**config.mk**
```make
export PLATFORM = sky130hd
export DESIGN_NAME = pc_sequencer
export DESIGN_NICKNAME = d
export VERILOG_FILES = /design/src/rtl/cpu_pkg.sv /design/src/rtl/flopenr.sv /design/src/rtl/pc_sequencer.sv
export SDC_FILE = /design/constraint.sdc
export NUM_CORES = 1
export LEC_CHECK = 0
export ABC_AREA = 0
export CORE_ASPECT_RATIO = 1.5
export CORE_MARGIN = 1.5
export CORE_UTILIZATION = 49
export DETAILED_ROUTE_END_ITERATION = 8
export HOLD_SLACK_MARGIN = 0.06
export PLACE_DENSITY = 0.82
export REMOVE_ABC_BUFFERS = 1
export SLEW_MARGIN = 40
export SYNTH_ARGS = -nofsm -noshare
export SYNTH_HDL_FRONTEND = slang
export SYNTH_SLANG_ARGS = --single-unit
```
**constraint.sdc**
```tcl
create_clock -name clk -period 3.65 [get_ports clk]
set_clock_uncertainty 0.1 [all_clocks]
set_input_delay 0.73 -clock clk [delete_from_list [all_inputs] [get_ports clk]]
set_output_delay 0.73 -clock clk [all_outputs]
set_load 0.01 [all_outputs]
```
**src/rtl/cpu_pkg.sv**
```systemverilog
// cpu_pkg: shared datapath constants and the PC sequencer state encoding.
//   XLEN        - datapath / PC width in bits
//   INSTR_BYTES - size of one instruction in bytes (sequential PC step)
//   pc_state_t  - sequencer FSM states (BOOT, RUN, HALT)
package cpu_pkg;

  localparam int XLEN        = 64;
  localparam int INSTR_BYTES = 4;

  typedef enum logic [1:0] {
    BOOT = 2'd0,
    RUN  = 2'd1,
    HALT = 2'd2
  } pc_state_t;

endpackage

```
**src/rtl/flopenr.sv**
```systemverilog
// flopenr: register with load enable and synchronous reset to a parameter value.
//   clk   - rising-edge clock
//   reset - synchronous, active-high; loads RESET_VAL
//   en    - load d when high, otherwise hold
//   d     - next value
//   q     - registered value
module flopenr #(
  parameter int                WIDTH     = 64,
  parameter logic [WIDTH-1:0]  RESET_VAL = '0
) (
  input  logic             clk,
  input  logic             reset,
  input  logic             en,
  input  logic [WIDTH-1:0] d,
  output logic [WIDTH-1:0] q
);

  always_ff @(posedge clk) begin
    if (reset) begin
      q <= RESET_VAL;
    end else if (en) begin
      q <= d;
    end
  end

endmodule

```
**src/rtl/pc_sequencer.sv**
```systemverilog
// pc_sequencer: next-PC generation and program-counter state.
// Selects the next PC from halt / stall / register-indirect / PC-relative /
// sequential sources (in that priority), holds across stalls, freezes on HALT,
// and counts PC advances.
// Optional build macro: PC_MISALIGN_TRAP_EN - a redirect target with nonzero
// bits [1:0] is not loaded; the sequencer halts and raises sticky misalign_err.
// Ports:
//   clk, reset            - clock and synchronous active-high reset
//   stall                 - hold PC this cycle
//   branch_taken/_offset  - PC-relative redirect, offset in words
//   br_reg_en/_target     - register-indirect redirect, absolute byte address
//   halt_req              - current instruction is HALT
//   pc, pc_plus4          - current PC and its sequential successor
//   fetch_valid, halted   - RUN / HALT status
//   retired               - count of PC advances
//   misalign_err          - sticky misaligned-target flag (0 without the macro)
module pc_sequencer
  import cpu_pkg::*;
#(
  parameter int               XLEN     = cpu_pkg::XLEN,
  parameter logic [XLEN-1:0]  RESET_PC = '0
) (
  input  logic            clk,
  input  logic            reset,
  input  logic            stall,
  input  logic            branch_taken,
  input  logic [XLEN-1:0] branch_offset,
  input  logic            br_reg_en,
  input  logic [XLEN-1:0] br_reg_target,
  input  logic            halt_req,
  output logic [XLEN-1:0] pc,
  output logic [XLEN-1:0] pc_plus4,
  output logic            fetch_valid,
  output logic            halted,
  output logic [XLEN-1:0] retired,
  output logic            misalign_err
);

  pc_state_t       state_q, state_d;
  logic [XLEN-1:0] pc_q, pc_d;
  logic            pc_en;
  logic [XLEN-1:0] retired_q, retired_d;

`ifdef PC_MISALIGN_TRAP_EN
  logic            misalign_q, misalign_d;
  logic            redirect;
`endif

  flopenr #(
    .WIDTH     (XLEN),
    .RESET_VAL (RESET_PC)
  ) u_pc_reg (
    .clk   (clk),
    .reset (reset),
    .en    (pc_en),
    .d     (pc_d),
    .q     (pc_q)
  );

  assign pc_plus4 = pc_q + XLEN'(INSTR_BYTES);

  always_comb begin
    state_d   = state_q;
    pc_d      = pc_q;
    pc_en     = 1'b0;
    retired_d = retired_q;
`ifdef PC_MISALIGN_TRAP_EN
    misalign_d = misalign_q;
    redirect   = 1'b0;
`endif
    case (state_q)
      BOOT: state_d = RUN;
      RUN: begin
        if (halt_req) begin
          state_d = HALT;
        end else if (!stall) begin
          if (br_reg_en) begin
            pc_d = br_reg_target;
`ifdef PC_MISALIGN_TRAP_EN
            redirect = 1'b1;
`endif
          end else if (branch_taken) begin
            // Word offset scaled to bytes; wraps modulo 2^XLEN.
            pc_d = pc_q + (branch_offset << 2);
`ifdef PC_MISALIGN_TRAP_EN
            redirect = 1'b1;
`endif
          end else begin
            pc_d = pc_plus4;
          end
`ifdef PC_MISALIGN_TRAP_EN
          if (redirect && (pc_d[1:0] != 2'b00)) begin
            state_d    = HALT;
            misalign_d = 1'b1;
          end else begin
            pc_en     = 1'b1;
            retired_d = retired_q + 1'b1;
          end
`else
          pc_en     = 1'b1;
          retired_d = retired_q + 1'b1;
`endif
        end
      end
      HALT:    state_d = HALT;
      default: state_d = BOOT;
    endcase
  end

  always_ff @(posedge clk) begin
    if (reset) begin
      state_q   <= BOOT;
      retired_q <= '0;
    end else begin
      state_q   <= state_d;
      retired_q <= retired_d;
    end
  end

`ifdef PC_MISALIGN_TRAP_EN
  always_ff @(posedge clk) begin
    if (reset) begin
      misalign_q <= 1'b0;
    end else begin
      misalign_q <= misalign_d;
    end
  end
  assign misalign_err = misalign_q;
`else
  assign misalign_err = 1'b0;
`endif

  assign pc          = pc_q;
  assign retired     = retired_q;
  assign fetch_valid = (state_q == RUN);
  assign halted      = (state_q == HALT);

endmodule

```
==> reports/summary.md <==
The flow ran to the end, and the final reports show no timing, DRC or antenna violations. Dividing the final minimum period by the clock period gives 98.7%. The leading area contributor after synthesis was dfxtp_1.

Yosys instantiated no cell more often than nand2_1. At the pin with the least slew margin, the transition time is 0.673 ns. The largest vdd supply drop came out at 0.000316 V.

Data on the critical path arrives at its endpoint at 2.77 ns. The logs give 14.4k for the number of global-route vias before repair and -0.379 ns for the post-placement setup slack. The number of cells in the finished layout apart from fillers is 2353, and the clock sink total is 130. STA puts the critical path data required time at 2.82 ns. The die is 128 µm wide.

The routed design could run at a clock period as short as 3.60 ns. Headroom to the max-slew limit came out at 55.0%. After clock tree synthesis, the clock-pin slew on the worst setup and hold paths is 0.06 ns.

The number of design-rule violations left by the first detailed-router iteration was 1020; the power per standard cell area was 307 nW/µm². The critical path contains buffers and inverters numbering 3 combined. In this run, synthesis inferred 0 flip-flops with an integrated enable. The wire length of the first global-routing pass is 72.2 mm, and the number of distinct library cells after synthesis is 85. Number of placed cells counting well taps: 2300.

For this design the top-level I/O count stands at 329. The total count of max-transition violations in the final report is 0, and the average vias per placed instance is 6.14. In this design, the critical path's most frequently occurring cell is buf_4. Detailed placement ended at an HPWL of 36.5 mm. The core utilization of the finished layout came out at 75.2%.

Global routing consumed, over all layers together, 37.6% of the routing resources. The share of the synthesized area in the top cell type was 22.7%; the total cell area at the placement stage was 16500 µm². Setup repair after global routing could not meet its margin everywhere. The critical path is of the reg -> out type. Counting flops and latches in the post-synthesis netlist gives 130.

From synthesis to final layout, the design area changed by 51.0%. Peak clock frequency supported by timing: 277 MHz. The run gives 2 as the number of buffers on the longest clock path. The post-route netlist has 16.2% of its cells at a drive strength greater than 1.

The tools report the final count of hold timing violations as 0. TritonCTS built the clock tree. The initial antenna violation count was 1. At the end of routability-driven placement, the weighted congestion stood at 0.989.

Setup violations remaining at the end of the flow were counted as 0. The via count of the routed design came out at 14.5k. The cell class contributing the biggest share of worst-path delay was simple AND/OR/NAND/NOR gates. The worst slack on hold paths is 0.397 ns. In the synthesized netlist the async set-or-reset flop fraction comes to 0%. The worst path meets setup with 0.0459 ns of slack. The slowest stage of the critical path is the or2_4 cell. In the routed design, unresolved DRC markers number 0.

Once the floorplan was initialized, standard cells occupied 49.8% of the core. The core region is 23000 µm². For the number of buffers added by the clock tree synthesis step, the log shows 17. The worst setup path is captured at a primary output.

With fillers left out, the area of the finished cells amounts to 17300 µm². Clock latency on the worst-skew pair, taken at its later pin, is 0.44 ns. The final global-route overflow total is 0, and the number of H-tree levels is 4. The setup TNS was 0 ns; the number of placement rows was 68. Entering global routing, the biggest net connects 111 pins. Number of routed nets with antenna violations: 0. The final wirelength came out at 47.0 mm.

The post-route total power was 5.31 mW. In the post-synthesis netlist, the biggest area contributors are dfxtp_1 23%, ha_1 7.2%, xnor2_1 6.1%, a21oi_1 5.8%, nand2_1 5.4%. Layout net count: 2260. The logs give 1548 for the synthesized netlist cell count and 24300 µm² for the die area.

After synthesis, the mean cell area works out to 7.39 µm². The largest single stage delay on the critical path is 0.37 ns. Walking the worst path, the cells encountered are and4_2, nand4_1, or2_4, buf_4, nor3_2, buf_4, nand2_1, xnor2_1, clkdlybuf4s15_1.

The run gives 22.7% as the sequential area share after synthesis. The leakage power came out at 7.45 nW. In the final routed layout, each cell accounts on average for 20.0 µm. From bottom edge to top edge, the die measures 190 µm. Max-cap violations in this run came to 0. The number of port buffers was 325. Most used flip-flop cell after synthesis: dfxtp_1. The cell at the root of the clock tree is clkbuf_16. By count the netlist is led by 166 x nand2_1, 161 x nor2_1, 133 x a21oi_1.

The first detailed-routing pass ran for 5 iterations. The class of the worst hold path is reg -> reg. In this run the worst path has a maximum fanout of 3.

The tools report the post-synthesis cell area as 11400 µm². The Yosys step of the flow raised 0 warnings. The tools report the kind of launch point of the worst setup path as a flip-flop.
[sequential cells by signal, summed over array words and instances (netlist names)]
signal      flops
retired        64
u_pc_reg.q     64
state_q         2
[worst paths after layout]
check / start / slack [ns] / endpoint / cells past startpoint
max: u_pc_reg.q[37]$_SDFFE_PP0P_ / 0.05 / pc_plus4[48] / 9
min: u_pc_reg.q[0]$_SDFFE_PP0P_ / 0.40 / u_pc_reg.q[0]$_SDFFE_PP0P_ / 2
max reg2reg: u_pc_reg.q[20]$_SDFFE_PP0P_ / 0.17 / u_pc_reg.q[24]$_SDFFE_PP0P_ / 18
min reg2reg: u_pc_reg.q[0]$_SDFFE_PP0P_ / 0.40 / u_pc_reg.q[0]$_SDFFE_PP0P_ / 2
[tightest hold or removal path, cell delays in order (launching register included)]
cell	delay, ns
dfxtp_1	0.33
nand2_1	0.06
a21oi_1	0.06
[kinds of logic after synthesis]
kind of cell | synth area share, %
flops | 22.7
fa+ha+maj | 7.39
mux | 0.962
compound gates | 26.4
simple gates | 27.7
other cells | 0.0328
xor+xnor | 11.2
buf+inv | 3.53
[layout by cell type (no fill, tap or decap), drive strengths merged, types with 8 or more instances in the layout]
master and instances:
mux2i 11, clkbuf 20, nor4 11, nor3 31
clkdlybuf4s50 292, nand2b 8, o21a 11, a211oi 15
ha 66, o21bai 9, and4 15, dlygate4sd2 25
a21oi 133, xnor2 80, nand2 169, buf 245
o211ai 17, inv 28, or3 36, nand3 67
a22oi 11, o22ai 13, nand4 42, nor2b 8
and2 17, nor2 163, o21ai 107, dfxtp 130
a21o 48, a21boi 10, xor2 66, a221o 15
a31oi 8, or2 9, o31ai 10, and3 35
[power breakdown]
group	total, mW	switching, mW	internal (mW)
registers	1.57	0.0682	1.50
clock network	1.63	0.719	0.914
logic	2.12	1.10	1.01
total	5.31	1.89	3.43
[layer usage]
layer	global-route usage [%]	up-vias	routed length (µm)
met2	67.7	764	23700
met1	37.1	6742	16000
met4	33.0	0	4450
met5	0	-	0
li1	-	6694	-
met3	5.29	257	2920
[timing repair]
item | 4_1_cts | 5_1_grt
hold buffers | 0 | 0
pin swaps | 9 | 6
setup endpoints to repair | 30 | 34
setup buffers | 17 | 3
gates resized for setup | 43 | 26
[cell type report]
| cell class | count | area [µm²] |
|---|---|---|
| Fill cell | 1763 | 5690 |
| Sequential cell | 130 | 2610 |
| Multi-Input combinational cell | 1316 | 8570 |
| Clock buffer | 20 | 457 |
| Clock inverter | 12 | 97.6 |
| Tap cell | 280 | 350 |
| Inverter | 26 | 97.6 |
| Timing Repair Buffer | 568 | 5090 |
| Antenna cell | 1 | 2.50 |
Power figures use the tool's default switching activity.
